==> src/rtl/uart_core.sv <==
`default_nettype none
// ============================================================================
// Module   : uart_core (with helper uart_core_fifo)
// Purpose  : full-duplex UART, runtime baud divisor, FWFT TX/RX FIFOs.
//            Parity state and checking are built when UART_PARITY_EN is defined.
// Revision : 1.0
// ============================================================================

module uart_core_fifo #(
    parameter int WIDTH     = 8,
    parameter int ADDR_BITS = 4
) (
    input  logic             clk_i,
    input  logic             reset_n_i,
    input  logic             push,
    input  logic             pop,
    input  logic [WIDTH-1:0] wdata,
    output logic [WIDTH-1:0] rdata,
    output logic             full,
    output logic             empty
);
    localparam int DEPTH = 1 << ADDR_BITS;

    logic [WIDTH-1:0]     mem [DEPTH];
    logic [ADDR_BITS-1:0] wr_ptr;
    logic [ADDR_BITS-1:0] rd_ptr;
    logic [ADDR_BITS:0]   count;

    assign full  = count[ADDR_BITS];
    assign empty = (count == '0);
    // Head reads as zero when empty so the port stays clean after reset.
    assign rdata = empty ? '0 : mem[rd_ptr];

    always_ff @(posedge clk_i) begin
        if (push) mem[wr_ptr] <= wdata;
    end

    always_ff @(posedge clk_i or negedge reset_n_i) begin
        if (!reset_n_i) begin
            wr_ptr <= '0;
            rd_ptr <= '0;
            count  <= '0;
        end else begin
            if (push) wr_ptr <= wr_ptr + 1'b1;
            if (pop)  rd_ptr <= rd_ptr + 1'b1;
            case ({push, pop})
                2'b10:   count <= count + 1'b1;
                2'b01:   count <= count - 1'b1;
                default: count <= count;
            endcase
        end
    end
endmodule

module uart_core #(
    parameter int WORD_BITS      = 8,
    parameter int OVERSAMPLE     = 16,
    parameter int DIV_BITS       = 16,
    parameter int FIFO_ADDR_BITS = 4
) (
    input  logic                 clk_i,
    input  logic                 reset_n_i,
    input  logic [DIV_BITS-1:0]  baud_div_i,
    input  logic                 parity_odd_i,
    input  logic                 rx_i,
    output logic                 tx_o,
    input  logic [WORD_BITS-1:0] tx_data_i,
    input  logic                 tx_valid_i,
    output logic                 tx_ready_o,
    output logic [WORD_BITS-1:0] rx_data_o,
    output logic                 rx_valid_o,
    input  logic                 rx_ready_i,
    output logic                 tx_busy_o,
    output logic                 rx_frame_err_o,
    output logic                 rx_overrun_o,
    output logic                 rx_parity_err_o
);
    localparam int TW = $clog2(OVERSAMPLE);
    localparam int BW = $clog2(WORD_BITS + 1);
    localparam logic [TW-1:0] TICK_LAST = TW'(OVERSAMPLE - 1);
    localparam logic [TW-1:0] TICK_MID  = TW'(OVERSAMPLE / 2 - 1);
    localparam logic [BW-1:0] BIT_LAST  = BW'(WORD_BITS - 1);

    typedef enum logic [2:0] {
        S_IDLE,
        S_START,
        S_DATA,
`ifdef UART_PARITY_EN
        S_PARITY,
`endif
        S_STOP,
        S_BREAK
    } state_t;

    // ---------------- baud divider and input synchronizer ----------------
    logic [DIV_BITS-1:0] div_cnt;
    logic                tick;
    logic                rx_meta;
    logic                rx_sync;
    logic                out_of_reset;

    assign tick = (div_cnt >= baud_div_i);

    always_ff @(posedge clk_i or negedge reset_n_i) begin
        if (!reset_n_i) begin
            div_cnt      <= '0;
            rx_meta      <= 1'b1;
            rx_sync      <= 1'b1;
            out_of_reset <= 1'b0;
        end else begin
            div_cnt      <= tick ? '0 : div_cnt + 1'b1;
            rx_meta      <= rx_i;
            rx_sync      <= rx_meta;
            out_of_reset <= 1'b1;
        end
    end

    // ---------------- FIFOs ----------------
    logic                 tx_push, tx_pop, tx_full, tx_empty;
    logic [WORD_BITS-1:0] tx_head;
    logic                 rx_push, rx_pop, rx_full, rx_empty;
    logic [WORD_BITS-1:0] rx_shift;

    assign tx_ready_o = out_of_reset && !tx_full;
    assign tx_push    = tx_valid_i && tx_ready_o;
    assign rx_valid_o = !rx_empty;
    assign rx_pop     = rx_ready_i && !rx_empty;

    uart_core_fifo #(.WIDTH(WORD_BITS), .ADDR_BITS(FIFO_ADDR_BITS)) u_tx_fifo (
        .clk_i(clk_i), .reset_n_i(reset_n_i), .push(tx_push), .pop(tx_pop),
        .wdata(tx_data_i), .rdata(tx_head), .full(tx_full), .empty(tx_empty)
    );

    uart_core_fifo #(.WIDTH(WORD_BITS), .ADDR_BITS(FIFO_ADDR_BITS)) u_rx_fifo (
        .clk_i(clk_i), .reset_n_i(reset_n_i), .push(rx_push), .pop(rx_pop),
        .wdata(rx_shift), .rdata(rx_data_o), .full(rx_full), .empty(rx_empty)
    );

    // ---------------- transmitter ----------------
    state_t               tx_state, tx_state_n;
    logic [TW-1:0]        tx_tick, tx_tick_n;
    logic [BW-1:0]        tx_bit, tx_bit_n;
    logic [WORD_BITS-1:0] tx_shift, tx_shift_n;
    logic                 tx_line_n;
    logic                 tx_bit_end;
`ifdef UART_PARITY_EN
    logic                 tx_par, tx_par_n;
`endif

    assign tx_bit_end = tick && (tx_tick == TICK_LAST);
    assign tx_busy_o  = (tx_state != S_IDLE) || !tx_empty;

    always_ff @(posedge clk_i or negedge reset_n_i) begin
        if (!reset_n_i) begin
            tx_state <= S_IDLE;
            tx_tick  <= '0;
            tx_bit   <= '0;
            tx_shift <= '0;
            tx_o     <= 1'b1;
`ifdef UART_PARITY_EN
            tx_par   <= 1'b0;
`endif
        end else begin
            tx_state <= tx_state_n;
            tx_tick  <= tx_tick_n;
            tx_bit   <= tx_bit_n;
            tx_shift <= tx_shift_n;
            tx_o     <= tx_line_n;
`ifdef UART_PARITY_EN
            tx_par   <= tx_par_n;
`endif
        end
    end

    // The line is registered from the current state, so the pin lags the FSM by one clock.
    always_comb begin
        tx_state_n = tx_state;
        tx_tick_n  = tx_tick;
        tx_bit_n   = tx_bit;
        tx_shift_n = tx_shift;
        tx_pop     = 1'b0;
        tx_line_n  = 1'b1;
`ifdef UART_PARITY_EN
        tx_par_n   = tx_par;
`endif
        if (tick) tx_tick_n = tx_bit_end ? '0 : tx_tick + 1'b1;
        case (tx_state)
            S_IDLE: begin
                tx_tick_n = '0;
                if (!tx_empty) begin
                    tx_pop     = 1'b1;
                    tx_state_n = S_START;
                end
            end
            S_START: begin
                tx_line_n = 1'b0;
                if (tx_bit_end) begin
                    tx_bit_n   = '0;
                    tx_state_n = S_DATA;
                end
            end
            S_DATA: begin
                tx_line_n = tx_shift[0];
                if (tx_bit_end) begin
                    tx_shift_n = tx_shift >> 1;
                    tx_bit_n   = tx_bit + 1'b1;
`ifdef UART_PARITY_EN
                    if (tx_bit == BIT_LAST) tx_state_n = S_PARITY;
`else
                    if (tx_bit == BIT_LAST) tx_state_n = S_STOP;
`endif
                end
            end
`ifdef UART_PARITY_EN
            S_PARITY: begin
                tx_line_n = tx_par;
                if (tx_bit_end) tx_state_n = S_STOP;
            end
`endif
            S_STOP: begin
                tx_line_n = 1'b1;
                if (tx_bit_end) begin
                    // Chain straight into the next start bit to avoid an idle gap.
                    if (!tx_empty) begin
                        tx_pop     = 1'b1;
                        tx_state_n = S_START;
                    end else begin
                        tx_state_n = S_IDLE;
                    end
                end
            end
            default: tx_state_n = S_IDLE;
        endcase
        if (tx_pop) begin
            tx_shift_n = tx_head;
`ifdef UART_PARITY_EN
            tx_par_n   = (^tx_head) ^ parity_odd_i;
`endif
        end
    end

    // ---------------- receiver ----------------
    state_t               rx_state, rx_state_n;
    logic [TW-1:0]        rx_tick, rx_tick_n;
    logic [BW-1:0]        rx_bit, rx_bit_n;
    logic [WORD_BITS-1:0] rx_shift_n;
    logic                 rx_done, frame_err_n, rx_sample;
`ifdef UART_PARITY_EN
    logic                 rx_par_bad, rx_par_bad_n, parity_err_n;
`else
    logic                 unused_parity_odd;
    assign unused_parity_odd = parity_odd_i;
    assign rx_parity_err_o   = 1'b0;
`endif

    assign rx_sample = tick && (rx_tick == TICK_LAST);
    assign rx_push   = rx_done && (!rx_full || rx_pop);

    always_ff @(posedge clk_i or negedge reset_n_i) begin
        if (!reset_n_i) begin
            rx_state        <= S_IDLE;
            rx_tick         <= '0;
            rx_bit          <= '0;
            rx_shift        <= '0;
            rx_frame_err_o  <= 1'b0;
            rx_overrun_o    <= 1'b0;
`ifdef UART_PARITY_EN
            rx_par_bad      <= 1'b0;
            rx_parity_err_o <= 1'b0;
`endif
        end else begin
            rx_state        <= rx_state_n;
            rx_tick         <= rx_tick_n;
            rx_bit          <= rx_bit_n;
            rx_shift        <= rx_shift_n;
            rx_frame_err_o  <= frame_err_n;
            rx_overrun_o    <= rx_done && rx_full && !rx_pop;
`ifdef UART_PARITY_EN
            rx_par_bad      <= rx_par_bad_n;
            rx_parity_err_o <= parity_err_n;
`endif
        end
    end

    always_comb begin
        rx_state_n   = rx_state;
        rx_tick_n    = rx_tick;
        rx_bit_n     = rx_bit;
        rx_shift_n   = rx_shift;
        rx_done      = 1'b0;
        frame_err_n  = 1'b0;
`ifdef UART_PARITY_EN
        rx_par_bad_n = rx_par_bad;
        parity_err_n = 1'b0;
`endif
        if (tick) rx_tick_n = rx_sample ? '0 : rx_tick + 1'b1;
        case (rx_state)
            S_IDLE: begin
                rx_tick_n = '0;
                if (!rx_sync) rx_state_n = S_START;
            end
            S_START: begin
                // Mid start bit: a line already back high was a glitch.
                if (tick && (rx_tick == TICK_MID)) begin
                    rx_tick_n  = '0;
                    rx_bit_n   = '0;
                    rx_state_n = rx_sync ? S_IDLE : S_DATA;
                end
            end
            S_DATA: begin
                if (rx_sample) begin
                    rx_shift_n = {rx_sync, rx_shift[WORD_BITS-1:1]};
                    rx_bit_n   = rx_bit + 1'b1;
`ifdef UART_PARITY_EN
                    if (rx_bit == BIT_LAST) rx_state_n = S_PARITY;
`else
                    if (rx_bit == BIT_LAST) rx_state_n = S_STOP;
`endif
                end
            end
`ifdef UART_PARITY_EN
            S_PARITY: begin
                if (rx_sample) begin
                    rx_par_bad_n = rx_sync ^ (^rx_shift) ^ parity_odd_i;
                    rx_state_n   = S_STOP;
                end
            end
`endif
            S_STOP: begin
                if (rx_sample) begin
                    if (!rx_sync) begin
                        frame_err_n = 1'b1;
                        rx_state_n  = S_BREAK;
                    end else begin
                        rx_state_n = S_IDLE;
`ifdef UART_PARITY_EN
                        if (rx_par_bad) parity_err_n = 1'b1;
                        else            rx_done      = 1'b1;
`else
                        rx_done = 1'b1;
`endif
                    end
                end
            end
            S_BREAK: begin
                if (rx_sync) rx_state_n = S_IDLE;
            end
            default: rx_state_n = S_IDLE;
        endcase
    end
endmodule

`default_nettype wire

==> config.mk <==
export PLATFORM = sky130hd
export DESIGN_NAME = uart_core
export DESIGN_NICKNAME = d
export VERILOG_FILES = /design/src/rtl/uart_core.sv
export SDC_FILE = /design/constraint.sdc
export NUM_CORES = 1
export LEC_CHECK = 0
export CAP_MARGIN = 20
export CORE_UTILIZATION = 61
export CTS_CLUSTER_DIAMETER = 80
export DETAILED_ROUTE_END_ITERATION = 16
export PLACE_DENSITY_LB_ADDON = 0.1
export SYNTH_ARGS = -nofsm -noshare
export SYNTH_HDL_FRONTEND = slang
export SYNTH_SLANG_ARGS = --single-unit
==> constraint.sdc <==
create_clock -name clk_i -period 5.2 [get_ports clk_i]
set_clock_uncertainty 0.15 [all_clocks]
set_input_delay 0.78 -clock clk_i [delete_from_list [all_inputs] [get_ports clk_i]]
set_output_delay 0.78 -clock clk_i [all_outputs]
set_load 0.01 [all_outputs]
==> impl_metrics.ini <==
[synth]
netlist_instances = 929
synth_most_common_cell = edfxtp_1
ys_types = 64
synthArstFlopShare_pct = 24.93
netlist_top_cells_area = edfxtp_1 52%, dfrtp_1 14%, mux4_2 9.1%, ha_1 3.7%, mux2i_1 2.7%
yosysWarnings = 0
synth_edf_count = 256
dominantRegCellSynth = edfxtp_1
synth_top_cell_area_share_pct = 52.44
syn_area_um2 = 14660
syn_avg_cell_area_um2 = 15.78
synth_seq_cells = 341
seq_area_frac_synth_pct = 66.97
synth_top_cell_by_area = edfxtp_1
synth_common_cells = 256 x edfxtp_1, 82 x dfrtp_1, 68 x nor2_1, 59 x mux4_2, 48 x nand2_1
synth_nets = 1003

[critical_path]
crit_type = input port to register
r2r_slack_ns = 1.12
cp.arrival_ns = 4.67
crit_chain = clkdlybuf4s50_1 -> inv_1 -> ha_1 -> nand2_1 -> nor2_1 -> nand4_1 -> o21a_1 -> nor2_1 -> inv_1 -> ha_1 -> inv_1 -> fa_1 -> inv_1 -> a21o_1 -> a21oi_1 -> xnor2_1 -> nor2_1 -> xor2_1
crit_top_cell = inv_1
r2r_cells = 16
critPathTopFamily = simple AND/OR/NAND/NOR gates
cp_max_fo = 11
required_ns = 5.46
cp-end-kind = register
worstReg2RegStart = div_cnt[2]$_DFF_PN0_
critPathMaxStageDelay_ns = 0.53
r2r-end = u_rx_fifo.count[4]$_DFFE_PN0P_
startpoint_type = input port
slowest_stage = nor2_1
worst-path-buf-inv = 5

[finish]
diodes = 0
area_delta_synth_final_pct = 13.28
drive_gt1_share_pct = 15.92
stdcell_area_um2 = 16610
final_nets = 1058
fill_cells = 1477

[timing]
hold_viol_final = 0
timing.final.crit_share_pct = 84.83
maxSlewViolCount = 0
slew_headroom_pct = 42.90
tightest_slew_ns = 0.8534
fin_crit_ns = 4.411
setup_tns_ns = 0
max_freq_mhz = 226.7
finalSetupViolCount = 0
grt_setup_unrepaired = false

[placement]
gp_congestion = 0.8234
portBuffers = 42
placed_area_um2 = 15440
place_hpwl_um = 18370

[floorplanning]
core-area_um2 = 23540
dieArea_um2 = 24660
die_h_um = 157.0
die_x_um = 157.0
start_util_pct = 62.27
fp-row-count = 56
ios = 45

[clocking]
cts_setup_buffers = 0
cts_hold_buf = 0
cts_buffer_depth = 3
path_clk_slew_ns = 0.06
cts_made_buffers = 35
cts_tree = built
h-tree-depth = 2
ctsRootBufferMaster = clkbuf_16
cts_resized = 0
clock_latency_ns = 0.52
cts_num_sinks = 341

[detailed_routing]
vias = 8137
drcViolationCount = 0
drtIter0Drc = 846
dr.pass1.iters = 5
viasPerCell = 6.118
routed_wl_um = 29970
ant_nets = 0
wl_per_cell_um = 22.53

[global_route]
grt_use_total_pct = 25.69
grt-ovfl-total = 0
grt_pass1_wl_um = 47390
grt_max_degree = 45
grt_pass1_vias = 8557
antenna_found_initial = 0

[power_and_ir_drop]
swShare_pct = 30.57
internal-power_uw = 5831
power_density_nw_per_um2 = 505.7
p_seq_share_pct = 41.0
switching_power_uw = 2568
cellLeakagePower_uw = 0.006070
clkPwrFrac_pct = 30.0
combPwrFrac_pct = 29.0
peakVddDrop_mv = 0.3537

[job]
maxCapViolCount = 0

[worst_hold_path]
min_path_type = input port to async pin

[outcome]
status = finished clean
sequential cells by signal, summed over array words and instances, names as in the netlist, 4 cells and up:
signal            flops
div_cnt              16
rx_bit                4
rx_shift              8
rx_tick               4
tx_bit                4
tx_shift              8
tx_tick               4
u_rx_fifo.count       5
u_rx_fifo.mem       128
u_rx_fifo.rd_ptr      4
u_rx_fifo.wr_ptr      4
u_tx_fifo.count       5
u_tx_fifo.mem       128
u_tx_fifo.rd_ptr      4
u_tx_fifo.wr_ptr      4
power by group through the flow:
| stage | logic, µW | registers, µW | clock network (µW) |
|---|---|---|---|
| global route | 2660 | 3480 | 2640 |
| CTS | 2370 | 3500 | 2550 |
| global placement | 2210 | 3540 | 0 |
| finish | 2440 | 3450 | 2520 |
| floorplan | 1860 | 3320 | 0 |
| detailed placement | 2330 | 3560 | 0 |
worst max path at each step:
stage | from | endpoint | slack (ns) | depth (start not counted)
2_1_floorplan | baud_div_i[9] | u_tx_fifo.count[4]$_DFFE_PN0P_ | 0.97 | 19
3_3_place_gp | baud_div_i[9] | u_tx_fifo.count[4]$_DFFE_PN0P_ | 0.51 | 18
3_5_place_dp | baud_div_i[13] | u_rx_fifo.count[4]$_DFFE_PN0P_ | 0.27 | 18
4_1_cts | baud_div_i[15] | u_rx_fifo.count[4]$_DFFE_PN0P_ | 0.82 | 18
5_1_grt | baud_div_i[15] | u_rx_fifo.count[4]$_DFFE_PN0P_ | 0.46 | 18
6_report | baud_div_i[15] | u_rx_fifo.count[4]$_DFFE_PN0P_ | 0.79 | 18
layout by cell type, fill, tap and decap left out, drive strengths merged, types with 8 or more instances in the layout:
| cell | synthesis | final |
|---|---|---|
| edfxtp | 256 | 256 |
| dfrtp | 82 | 82 |
| nor2 | 69 | 69 |
| mux4 | 59 | 59 |
| nand2 | 48 | 48 |
| clkbuf | 29 | 44 |
| ha | 43 | 43 |
| clkdlybuf4s50 | 0 | 41 |
| mux2i | 39 | 39 |
| inv | 36 | 39 |
| a21oi | 31 | 31 |
| buf | 16 | 22 |
| o21ai | 22 | 22 |
| xor2 | 20 | 20 |
| xnor2 | 20 | 20 |
| o221ai | 14 | 14 |
| nand3 | 13 | 13 |
| clkinv | 1 | 13 |
| nor2b | 12 | 12 |
| mux2 | 12 | 12 |
| and2 | 10 | 10 |
| o22ai | 9 | 9 |
| nand2b | 8 | 8 |
through the flow:
step	cells	utilization [%]	worst slack (ns)	power, µW	hold WS [ns]
5_1_grt	1330	70.54	0.4595	8790	0.1491
3_3_place_gp	1262	65.48	0.5126	5743	0.2003
6_report	1330	70.54	0.7888	8399	0.1095
2_1_floorplan	929	-	0.9700	5183	0.1952
3_5_place_dp	1265	65.57	0.2726	5889	0.2014
4_1_cts	1329	70.46	0.8243	8414	0.1127
metal layers:
| metal | part of all wire [%] | GRT usage (%) | vias to the layer above |
|---|---|---|---|
| li1 | - | - | 3639 |
| met1 | 39 | 32.22 | 4151 |
| met2 | 53 | 45.76 | 289 |
| met3 | 5.4 | 3.910 | 58 |
| met4 | 2.4 | 8.738 | 0 |
| met5 | 0 | 0 | - |
cells by family after synthesis:
group	count (synthesis)	share of synthesized area (%)
mux	110	12.83
compound gates	108	4.916
simple gates	202	6.776
flops	341	66.97
fa+ha+maj	44	3.806
other cells	2	0.05123
xor+xnor	40	2.390
buf+inv	82	2.262
final cells by class:
class	instances	area (µm²)	area share, %
Clock buffer	44	939.7	5.658
Clock inverter	20	210.2	1.266
Inverter	37	138.9	0.8363
Multi-Input combinational cell	506	4511	27.16
Sequential cell	341	9821	59.14
Tap cell	319	399.1	2.403
Timing Repair Buffer	63	588.1	3.541
Note: power is estimated with default switching activity, not from simulation.
